--- config.mk ---
export PLATFORM = sky130hd
export DESIGN_NAME = l2_mem_bridge
export DESIGN_NICKNAME = d
export VERILOG_FILES = /design/src/rtl/l2_mem_pkg.sv /design/src/rtl/l2_beat_assembler.sv /design/src/rtl/l2_mem_bridge.sv
export SDC_FILE = /design/constraint.sdc
export NUM_CORES = 1
export LEC_CHECK = 0
export BUFFER_PORTS_ARGS = -buffer_cell sky130_fd_sc_hd__buf_2
export CORE_AREA = 2 2 221 223
export CTS_CLUSTER_DIAMETER = 120
export DETAILED_ROUTE_END_ITERATION = 8
export DIE_AREA = 0 0 223 225
export PLACE_DENSITY = 0.66
export SYNTH_ARGS = -nofsm -noshare
export SYNTH_HDL_FRONTEND = slang
export SYNTH_SLANG_ARGS = --single-unit
--- constraint.sdc ---
create_clock -name i_clk -period 5.3 [get_ports i_clk]
set_clock_uncertainty 0.2 [all_clocks]
set_input_delay 1.06 -clock i_clk [delete_from_list [all_inputs] [get_ports i_clk]]
set_output_delay 1.06 -clock i_clk [all_outputs]
set_load 0.01 [all_outputs]
--- src/rtl/l2_mem_pkg.sv ---
// Shared types and constants for the L2-to-memory beat bridge.
package l2_mem_pkg;

   localparam int unsigned BEAT_WIDTH = 64;
   localparam int unsigned BEAT_BYTES = 8;
   localparam int unsigned BEAT_SHIFT = 3;

   typedef enum logic [2:0] {
      IDLE,
      RD_ISSUE,
      RD_WAIT,
      WR_ISSUE,
      RD_DONE,
      WR_DONE
   } l2mb_state_t;

   // Posted write beat payload latched from the L2 port.
   typedef struct packed {
      logic [BEAT_WIDTH-1:0] wdata;
      logic [BEAT_BYTES-1:0] wstrb;
   } l2mb_wbeat_t;

endpackage

--- src/rtl/l2_beat_assembler.sv ---
// Collects in-order 64-bit read response beats into a full line register.
module l2_beat_assembler
   import l2_mem_pkg::*;
#(
   parameter int unsigned DATA_WIDTH = 256
) (
   input  logic                  i_clk,
   input  logic                  i_rst_n,
   input  logic                  i_clr,
   input  logic                  i_wr,
   input  logic [BEAT_WIDTH-1:0] i_beat,
   output logic [DATA_WIDTH-1:0] o_line,
   output logic                  o_last_c
);

   localparam int unsigned BEATS = DATA_WIDTH / BEAT_WIDTH;
   localparam int unsigned CNT_W = $clog2(BEATS + 1);

   logic [CNT_W-1:0]      rsp_cnt_q, rsp_cnt_d;
   logic [DATA_WIDTH-1:0] line_q,    line_d;

   // Beat k lands in slice k; clear wins over a same-cycle write.
   always_comb begin
      rsp_cnt_d = rsp_cnt_q;
      line_d    = line_q;
      if (i_clr) begin
         rsp_cnt_d = '0;
         line_d    = '0;
      end else if (i_wr) begin
         rsp_cnt_d = rsp_cnt_q + CNT_W'(1);
         for (int unsigned b = 0; b < BEATS; b++) begin
            if (rsp_cnt_q == CNT_W'(b)) begin
               line_d[b*BEAT_WIDTH +: BEAT_WIDTH] = i_beat;
            end
         end
      end
   end

   always_ff @(posedge i_clk or negedge i_rst_n) begin
      if (!i_rst_n) begin
         rsp_cnt_q <= '0;
         line_q    <= '0;
      end else begin
         rsp_cnt_q <= rsp_cnt_d;
         line_q    <= line_d;
      end
   end

   assign o_line   = line_q;
   assign o_last_c = (rsp_cnt_q == CNT_W'(BEATS - 1));

endmodule

--- src/rtl/l2_mem_bridge.sv ---
// Converts the L2 line-level memory port into a 64-bit beat command/response bus.
module l2_mem_bridge
   import l2_mem_pkg::*;
#(
   parameter int unsigned ADDR_WIDTH     = 32,
   parameter int unsigned DATA_WIDTH     = 256,
   parameter int unsigned TIMEOUT_CYCLES = 1024
) (
   input  logic                  i_clk,
   input  logic                  i_rst_n,
   input  logic                  i_rreq,
   input  logic [ADDR_WIDTH-1:0] i_addr,
   input  logic                  i_wvalid,
   input  logic [ADDR_WIDTH-1:0] i_waddr,
   input  logic [BEAT_WIDTH-1:0] i_wdata,
   input  logic [BEAT_BYTES-1:0] i_wstrb,
   output logic [DATA_WIDTH-1:0] o_rdata,
   output logic                  o_rdone,
   output logic                  o_wdone,
   output logic                  o_err,
   output logic                  o_bus_req,
   output logic                  o_bus_we,
   output logic [ADDR_WIDTH-1:0] o_bus_addr,
   output logic [BEAT_WIDTH-1:0] o_bus_wdata,
   output logic [BEAT_BYTES-1:0] o_bus_wstrb,
   input  logic                  i_bus_gnt,
   input  logic                  i_bus_rvalid,
   input  logic [BEAT_WIDTH-1:0] i_bus_rdata
);

   localparam int unsigned BEATS = DATA_WIDTH / BEAT_WIDTH;
   localparam int unsigned ISS_W = $clog2(BEATS + 1);
   localparam int unsigned TMO_W = $clog2(TIMEOUT_CYCLES + 1);

   l2mb_state_t           state_q,     state_d;
   logic                  armed_q,     armed_d;
   logic                  err_q,       err_d;
   logic [ADDR_WIDTH-1:0] addr_q,      addr_d;
   l2mb_wbeat_t           wbeat_q,     wbeat_d;
   logic [ISS_W-1:0]      issue_cnt_q, issue_cnt_d;
   logic [TMO_W-1:0]      tmo_cnt_q,   tmo_cnt_d;
   logic                  bus_req_q,   bus_req_d;
   logic                  bus_we_q,    bus_we_d;
   logic [ADDR_WIDTH-1:0] bus_addr_q,  bus_addr_d;
   logic [BEAT_WIDTH-1:0] bus_wdata_q, bus_wdata_d;
   logic [BEAT_BYTES-1:0] bus_wstrb_q, bus_wstrb_d;
   logic                  rdone_q,     rdone_d;
   logic                  wdone_q,     wdone_d;

   logic asm_clr_c;
   logic asm_wr_c;
   logic asm_last_c;

   l2_beat_assembler #(
      .DATA_WIDTH (DATA_WIDTH)
   ) u_asm (
      .i_clk    (i_clk),
      .i_rst_n  (i_rst_n),
      .i_clr    (asm_clr_c),
      .i_wr     (asm_wr_c),
      .i_beat   (i_bus_rdata),
      .o_line   (o_rdata),
      .o_last_c (asm_last_c)
   );

   // Next-state, latches and counters.
   always_comb begin
      state_d     = state_q;
      armed_d     = armed_q;
      err_d       = err_q;
      addr_d      = addr_q;
      wbeat_d     = wbeat_q;
      issue_cnt_d = issue_cnt_q;
      tmo_cnt_d   = tmo_cnt_q;
      asm_clr_c   = 1'b0;
      asm_wr_c    = 1'b0;

      unique case (state_q)
         IDLE: begin
            if (!i_rreq && !i_wvalid) begin
               armed_d = 1'b1;
            end
            if (armed_q && i_wvalid) begin
               state_d     = WR_ISSUE;
               addr_d      = i_waddr;
               wbeat_d     = '{wdata: i_wdata, wstrb: i_wstrb};
               issue_cnt_d = '0;
               tmo_cnt_d   = '0;
            end else if (armed_q && i_rreq) begin
               state_d     = RD_ISSUE;
               addr_d      = i_addr;
               asm_clr_c   = 1'b1;
               issue_cnt_d = '0;
               tmo_cnt_d   = '0;
            end
         end

         RD_ISSUE, RD_WAIT: begin
            if (state_q == RD_ISSUE && i_bus_gnt) begin
               issue_cnt_d = issue_cnt_q + ISS_W'(1);
               if (issue_cnt_q == ISS_W'(BEATS - 1)) begin
                  state_d = RD_WAIT;
               end
            end
            // Responses may overlap issue; timeout abandons missing beats as zero.
            if (i_bus_rvalid) begin
               asm_wr_c  = 1'b1;
               tmo_cnt_d = '0;
               if (asm_last_c) begin
                  state_d = RD_DONE;
               end
            end else if (tmo_cnt_q == TMO_W'(TIMEOUT_CYCLES - 1)) begin
               err_d   = 1'b1;
               state_d = RD_DONE;
            end else begin
               tmo_cnt_d = tmo_cnt_q + TMO_W'(1);
            end
         end

         WR_ISSUE: begin
            if (i_bus_gnt) begin
               state_d = WR_DONE;
            end
         end

         RD_DONE, WR_DONE: begin
            state_d = IDLE;
            armed_d = 1'b0;
         end

         default: begin
            state_d = IDLE;
         end
      endcase
   end

   // Registered bus and completion outputs, decoded from the next state.
   always_comb begin
      bus_req_d   = (state_d == RD_ISSUE) || (state_d == WR_ISSUE);
      bus_we_d    = (state_d == WR_ISSUE);
      bus_addr_d  = '0;
      bus_wdata_d = '0;
      bus_wstrb_d = '0;
      rdone_d     = (state_d == RD_DONE);
      wdone_d     = (state_d == WR_DONE);
      if (state_d == RD_ISSUE) begin
         bus_addr_d = addr_d + (ADDR_WIDTH'(issue_cnt_d) << BEAT_SHIFT);
      end else if (state_d == WR_ISSUE) begin
         bus_addr_d  = addr_d;
         bus_wdata_d = wbeat_d.wdata;
         bus_wstrb_d = wbeat_d.wstrb;
      end
   end

   always_ff @(posedge i_clk or negedge i_rst_n) begin
      if (!i_rst_n) begin
         state_q     <= IDLE;
         armed_q     <= 1'b1;
         err_q       <= 1'b0;
         addr_q      <= '0;
         wbeat_q     <= '0;
         issue_cnt_q <= '0;
         tmo_cnt_q   <= '0;
         bus_req_q   <= 1'b0;
         bus_we_q    <= 1'b0;
         bus_addr_q  <= '0;
         bus_wdata_q <= '0;
         bus_wstrb_q <= '0;
         rdone_q     <= 1'b0;
         wdone_q     <= 1'b0;
      end else begin
         state_q     <= state_d;
         armed_q     <= armed_d;
         err_q       <= err_d;
         addr_q      <= addr_d;
         wbeat_q     <= wbeat_d;
         issue_cnt_q <= issue_cnt_d;
         tmo_cnt_q   <= tmo_cnt_d;
         bus_req_q   <= bus_req_d;
         bus_we_q    <= bus_we_d;
         bus_addr_q  <= bus_addr_d;
         bus_wdata_q <= bus_wdata_d;
         bus_wstrb_q <= bus_wstrb_d;
         rdone_q     <= rdone_d;
         wdone_q     <= wdone_d;
      end
   end

   assign o_rdone     = rdone_q;
   assign o_wdone     = wdone_q;
   assign o_err       = err_q;
   assign o_bus_req   = bus_req_q;
   assign o_bus_we    = bus_we_q;
   assign o_bus_addr  = bus_addr_q;
   assign o_bus_wdata = bus_wdata_q;
   assign o_bus_wstrb = bus_wstrb_q;

endmodule

* Yosys cells after proc, flatten, opt, wreduce, memory -nomap -nowiden
Cells that the tools add are included.
** Operators by class
- Reductions and logical operators :: 25
- $add $sub $neg :: 4
- Eq/ne operators :: 17
- Bitwise operators :: 1
- Mux-type cells :: 44
** Operator list (number)
- 256-bit two-way mux :: 2
- 64-bit two-way mux :: 6
- 32-bit two-way mux :: 5
- 72-bit two-way mux :: 2
- 11-bit two-way mux :: 4
- 3-bit two-way mux :: 13
- 32-bit by 6-bit adder with 32-bit output :: 1
- 11-bit one-hot mux with 2 select lines :: 1
- 3-bit by 2-bit == test with 1-bit output (second input constant) :: 6
- 8-bit two-way mux :: 2
- 2-bit nonzero test :: 7
- 3-bit == test (second input constant) :: 4
- 11-bit by 1-bit adder with 11-bit output (second input constant) :: 1
- 11-bit by 10-bit == test with 1-bit output (second input constant) :: 1
- 2-bit AND reduction :: 5
- 3-bit by 1-bit == test with 1-bit output (second input constant) :: 3
- 3-bit one-hot mux with 3 select lines :: 1
- 3-bit by 1-bit adder with 3-bit output (second input constant) :: 2
- 3-bit logical NOT :: 2
- 1-bit two-way mux :: 6
- 3-bit inequality test (second input constant) :: 2
- 3-bit one-hot mux with 2 select lines :: 1
- 3-bit AND reduction :: 2
- 1-bit logical AND :: 4
- 6 further kinds :: 8
** Storage, ports and cells
- Input port bits :: 206
- Output and inout bits :: 365
- Register bits after elaboration :: 490

* Longest topological paths before layout
- Depth in word-level cells :: 9
- Depth in mapped cells :: 15

* Hierarchy
A second synthesis with hierarchy kept.
** Unflattened totals
- Cells, all modules :: 1752
- Area total of the unflattened synthesis :: 21381.8 um^2
** By module, submodules not included
- l2_beat_assembler :: sequential area each 6481.2 um^2, area each 11952.7 um^2, cells an instance 1005, times used 1
- l2_mem_bridge :: sequential area each 5781.8 um^2, area each 9429.0 um^2, cells an instance 747, times used 1

* Least setup slack after synthesis
No wires, ideal clock.
- Kind :: input to register
- Start point :: in i_wvalid
- End point :: reg bus_addr_q[20] (netlist: o_bus_addr[20])
- Data arrival time :: 4.206 ns
- Setup slack :: 0.816 ns
- Library setup time :: 0.078 ns
- Required time :: 5.022 ns
- Stages :: 15
- Cells stage by stage :: clkbuf_1 -> clkbuf_1 -> and2_1 -> clkbuf_1 -> clkbuf_1 -> a22oi_1 -> o21ai_0 -> ha_1 -> a21o_1 -> a21oi_1 -> a211oi_4 -> nand2_2 -> or4_4 -> or3_1 -> a21oi_1
** Between the ends
- Elaborated cells on any way between the ends :: 12
** RTL lines
- start: declaration :: line l2_mem_bridge.sv:13 : input logic i_wvalid,
- 1-bit logical AND :: line l2_mem_bridge.sv:83 : if (armed_q && i_wvalid) begin
- 32-bit two-way mux :: line l2_mem_bridge.sv:83
- 32-bit two-way mux :: line l2_mem_bridge.sv:78 : unique case (state_q)
- named net addr_d[4] :: line l2_mem_bridge.sv:38 : logic [ADDR_WIDTH-1:0] addr_q, addr_d;
- 32-bit by 6-bit adder with 32-bit output :: line l2_mem_bridge.sv:147 : bus_addr_d = addr_d + (ADDR_WIDTH'(issue_cnt_d) << BEAT_SHIFT);
- 32-bit two-way mux :: line l2_mem_bridge.sv:146 : if (state_d == RD_ISSUE) begin
- named net bus_addr_d[20] :: line l2_mem_bridge.sv:44 : logic [ADDR_WIDTH-1:0] bus_addr_q, bus_addr_d;
- end signal: assignment :: line l2_mem_bridge.sv:181 : bus_addr_q <= bus_addr_d;
- end: declaration :: line l2_mem_bridge.sv:44
The timed path passes the listed nets, and every way through them passes these cells.
A chain may end at the register's enable or synchronous reset.

* Worst setup path in the final report
- Start point :: reg state_q[2]
- End point :: reg bus_addr_q[20] (netlist: o_bus_addr[20])
** Between the ends
- Elaborated cells on any way between the ends :: 23
** RTL lines
- start: declaration :: line l2_mem_bridge.sv:35 : l2mb_state_t state_q, state_d;
- start signal: assignment :: line l2_mem_bridge.sv:172 : state_q <= state_d;
- 3-bit logical NOT :: line l2_mem_bridge.sv:78
- 32-bit two-way mux :: line l2_mem_bridge.sv:78
- named net addr_d[4] :: line l2_mem_bridge.sv:38
- 32-bit by 6-bit adder with 32-bit output :: line l2_mem_bridge.sv:147
- 32-bit two-way mux :: line l2_mem_bridge.sv:146
- named net bus_addr_d[20] :: line l2_mem_bridge.sv:44
The timed path passes the listed nets, and every way through them passes these cells.

==> results_tabular.tex <==
\begin{tabular}{lr}
\hline
Metric & Value \\
\hline
\multicolumn{2}{l}{\textbf{Timing}} \\
Setup Total Neg Slack & 0 ns \\
Setup repair after global routing missed its margin & no \\
Top achievable clock speed & 234.7 MHz \\
Worst slew pin tran & 1.110 ns \\
Shortest period the worst path allows & 4.262 ns \\
Remaining max-slew budget at the tightest pin & 25.75\% \\
Final critical-path share of the clock period & 80.41\% \\
Final slew viol count & 0 \\
Final number of hold-violating endpoints & 0 \\
Worst hold slack & 0.2630 ns \\
Number of failing setup endpoints in the final timing report & 0 \\
\multicolumn{2}{l}{\textbf{Critical path}} \\
CP max-delay cell & sky130\_fd\_sc\_hd\_\_or4b\_1 \\
Cell with the most instances on the worst path & sky130\_fd\_sc\_hd\_\_a21oi\_1 \\
Series of cell instances along the critical path & or4b\_1, buf\_4, a22oi\_1, o21ai\_0, ha\_1, a21o\_1, a21oi\_1, a211oi\_4, nand2\_2, or4\_4, or3\_1, a21oi\_1 \\
Critical path required time & 5.62 ns \\
Depth of the most critical reg-to-reg path & 12 \\
Capture instance of the worst register-to-register path & o\_bus\_addr[20] \\
Flop-to-flop setup slack & 1.04 ns \\
R2r startpoint & state\_q[2] \\
Critical path endpoint category & flop \\
Worst path max stage delay & 0.63 ns \\
Setup CP Type & reg -> reg \\
Nature of the critical path startpoint & flop \\
Worst endpoint data arrival time & 4.59 ns \\
Biggest fanout along the worst timing path & 18 \\
\multicolumn{2}{l}{\textbf{Routing}} \\
Avg WL per Cell & 19.50 um \\
Final Routed Wirelength & 64180 um \\
Number of vias per cell after detailed routing & 5.275 \\
Detailed Routing Iterations Pass 1 & 5 \\
Vias & 17360 \\
Number of DRC violations after detailed routing & 0 \\
Number of nets with antenna violations after routing & 0 \\
First DRT Iteration DRCs & 1430 \\
\multicolumn{2}{l}{\textbf{Global routing}} \\
Pin count of the biggest net entering global routing & 104 \\
Vias in the first global route & 17120 \\
Sum of overflow across all layers after global routing & 0 \\
Global router's overall resource usage & 25.06\% \\
Number of antenna violations at the first check in global routing & 11 \\
Wire length of the first global-routing pass & 98380 um \\
\multicolumn{2}{l}{\textbf{Placement}} \\
Quantity of I/O buffers inserted on ports & 570 \\
Final weighted congestion in routability-driven placement & 0.8936 \\
Detail Placement HPWL & 43590 um \\
\multicolumn{2}{l}{\textbf{Min path}} \\
HP Start & wbeat\_q[58] \\
Depth of the worst hold-timing path & 2 \\
Class of the most critical hold timing path & reg -> reg \\
Hold Path End & wbeat\_q[58] \\
\multicolumn{2}{l}{\textbf{Floorplanning}} \\
Horizontal extent of the die & 223 um \\
Cell Rows & 80 \\
Starting utilization of the core area & 41.67\% \\
Core region area & 47550 um\^{}2 \\
Y dimension of the die & 225 um \\
IO Pins & 571 \\
Floorplan die area & 50180 um\^{}2 \\
\multicolumn{2}{l}{\textbf{CTS}} \\
Post-CTS Repair Setup Buffers & 0 \\
Clock tree from TritonCTS & built \\
\# resized after CTS & 0 \\
Clock root buffer master & sky130\_fd\_sc\_hd\_\_clkbuf\_16 \\
TritonCTS Sinks & 490 \\
Maximum clock insertion buffer count & 3 \\
Number of levels in the clock H-tree & 2 \\
Count of hold buffers inserted by post-cts repair & 0 \\
Clock Latency Late Sink & 0.60 ns \\
CTS clk-pin slew, worst paths & 0.06 ns \\
Total clock buffers created by CTS & 52 \\
\multicolumn{2}{l}{\textbf{Cells and area}} \\
Layout area overhead & 26.62\% \\
Nets & 2842 \\
Final core utilization & 52.76\% \\
Fraction of final layout cells with drive strength greater than 1 & 26.52\% \\
\multicolumn{2}{l}{\textbf{Job}} \\
Number of maximum-capacitance constraint violations & 0 \\
\multicolumn{2}{l}{\textbf{Synth}} \\
Sequential fraction of the synthesis area & 61.90\% \\
Synth Cell Area & 19810 um\^{}2 \\
Main synth FF type & sky130\_fd\_sc\_hd\_\_dfrtp\_1 \\
Gate count after technology mapping & 2108 \\
Post-synthesis area per instance & 9.398 um\^{}2 \\
Flip-flop and latch count after synthesis & 490 \\
Total of warnings raised by yosys & 0 \\
Number of different library cells in the post-synthesis netlist & 57 \\
Number of nets in the synthesized netlist & 2326 \\
Number of enable-type register cells in the synthesized netlist & 0 \\
Async set-reset flop share out of synthesis & 100.0\% \\
\multicolumn{2}{l}{\textbf{Run status}} \\
Outcome & complete, no violations \\
\multicolumn{2}{l}{\textbf{Power and ir drop}} \\
Sw Ratio & 37.79\% \\
Lkg Pwr & 12.95 nW \\
Peak supply drop & 0.0003334 V \\
Pwr Total & 15.09 mW \\
Relative contribution of sequential cells to total power & 38.4\% \\
Net Switching & 5.700 mW \\
Areal power density over the cells & 601.4 nW/um\^{}2 \\
Comb power frac & 36.5\% \\
Internal power & 9.385 mW \\
Clock network power share & 25.1\% \\
\hline
\end{tabular}
## registers in the layout (all words and copies together) (netlist names)
| signal | count |
|---|---|
| u_asm.o_line | 256 |
| wbeat_q | 72 |
| o_bus_wdata | 64 |
| addr_q | 32 |
| o_bus_addr | 32 |
| tmo_cnt_q | 11 |
| o_bus_wstrb | 8 |
| issue_cnt_q | 3 |
| state_q | 3 |
| u_asm.rsp_cnt_q | 3 |
| armed_q | 1 |
| o_bus_req | 1 |
| o_bus_we | 1 |
| o_err | 1 |
| o_rdone | 1 |
| o_wdone | 1 |
## per-stage QoR
| step | std cells | instance area [um^2] | setup slack, ns |
|---|---|---|---|
| after global routing | 3285 | 25070 | 0.7627 |
| after global placement | 3185 | 23270 | 0.8427 |
| after CTS | 3281 | 25060 | 1.054 |
| after floorplan | 2108 | 19810 | 0.8160 |
| after detailed placement | 3185 | 23270 | 0.7259 |
| final | 3291 | 25090 | 1.038 |
## area by class of cell
cell class / instances / area, um^2
clock buffers: 84 / 1584
flip-flops and latches: 490 / 12260
repair buffers: 601 / 3196
inverters: 19 / 71.32
diodes: 10 / 25.02
fillers: 4284 / 22460
multi-input cells: 1460 / 6974
well taps: 615 / 769.5
clock inverters: 12 / 202.7
## synthesized netlist by cell type (all sizes together) (9+ instances only)
| cell | n | area (um^2) |
|---|---|---|
| nor3 | 9 | 45.04 |
| nor2 | 42 | 157.7 |
| a21oi | 287 | 1436 |
| nand3 | 40 | 200.2 |
| a22oi | 15 | 112.6 |
| a32oi | 15 | 131.4 |
| and3 | 9 | 56.30 |
| o21ai | 32 | 160.2 |
| nand2 | 788 | 2960 |
| xnor2 | 10 | 87.58 |
| buf | 27 | 117.6 |
| clkbuf | 112 | 420.4 |
| or3 | 9 | 61.31 |
| dfrtp | 489 | 12240 |
| nand2b | 9 | 56.30 |
| nand4 | 10 | 62.56 |
| inv | 19 | 71.32 |
| and2 | 82 | 513.0 |
| nor2b | 14 | 87.58 |
| a31oi | 18 | 112.6 |
| ha | 11 | 137.6 |
## cell families (layout without fill, tap and decap cells)
group	count (synthesis)	in the layout	share of synthesized area (%)
XOR/XNOR	15	15	0.6631
multiplexers	1	1	0.05053
flip-flops	490	490	61.90
AND/OR/NAND/NOR	1032	1032	22.19
adder cells (fa/ha/maj)	12	12	0.7957
buffers and inverters	158	716	3.076
other	0	10	0
AO/OA/AOI/OAI	400	400	11.33
## power by group through the flow
stage	logic, mW	registers [mW]	clock network, mW
after floorplan	2.84	6.18	0
after global placement	5.35	5.80	0
after detailed placement	5.48	5.84	0
after CTS	5.52	5.79	3.88
after global routing	6.11	5.94	4.02
final	5.50	5.79	3.79
## worst max path at each step
stage | from | end | slack [ns] | cells past startpoint
global placement | i_rreq | o_bus_addr[20] | 0.84 | 12
finish | state_q[2] | o_bus_addr[20] | 1.04 | 12
detailed placement | i_rreq | o_bus_addr[20] | 0.73 | 12
floorplan | i_wvalid | o_bus_addr[20] | 0.82 | 15
CTS | state_q[2] | o_bus_addr[20] | 1.05 | 12
global route | state_q[2] | o_bus_addr[22] | 0.76 | 12
## routing by layer
layer  vias up  wire length, um  global-route usage [%]  part of all wire [%]
li1       7956                -                       -                     -
met1      8476            24510                   31.16                    38
met2       777            31040                   41.11                    48
met3       143             6255                   7.666                   9.7
met4         8             2317                   9.699                   3.6
met5         -               57                       0                 0.089
## critical path: cells and delay by family, from the launching register on
kind	cells	cell delay (ns)
buffers and inverters	1	0.24
and+or+nand+nor	4	1.66
DFF	1	0.54
AOI/OAI and AO/OA	6	1.17
adders and majority gates	1	0.37
## layout by cell type (no fill, tap or decap), drive strengths merged, types with 10 or more instances in the layout
cell type  instances
nand2            788
buf              601
dfrtp            489
a21oi            287
clkbuf            84
and2              82
nor2              42
nand3             40
o21ai             32
inv               20
a31oi             18
a32oi             15
a22oi             15
nor2b             14
ha                11
diode             10
xnor2             10
nand4             10
Power figures use the tool's default switching activity.
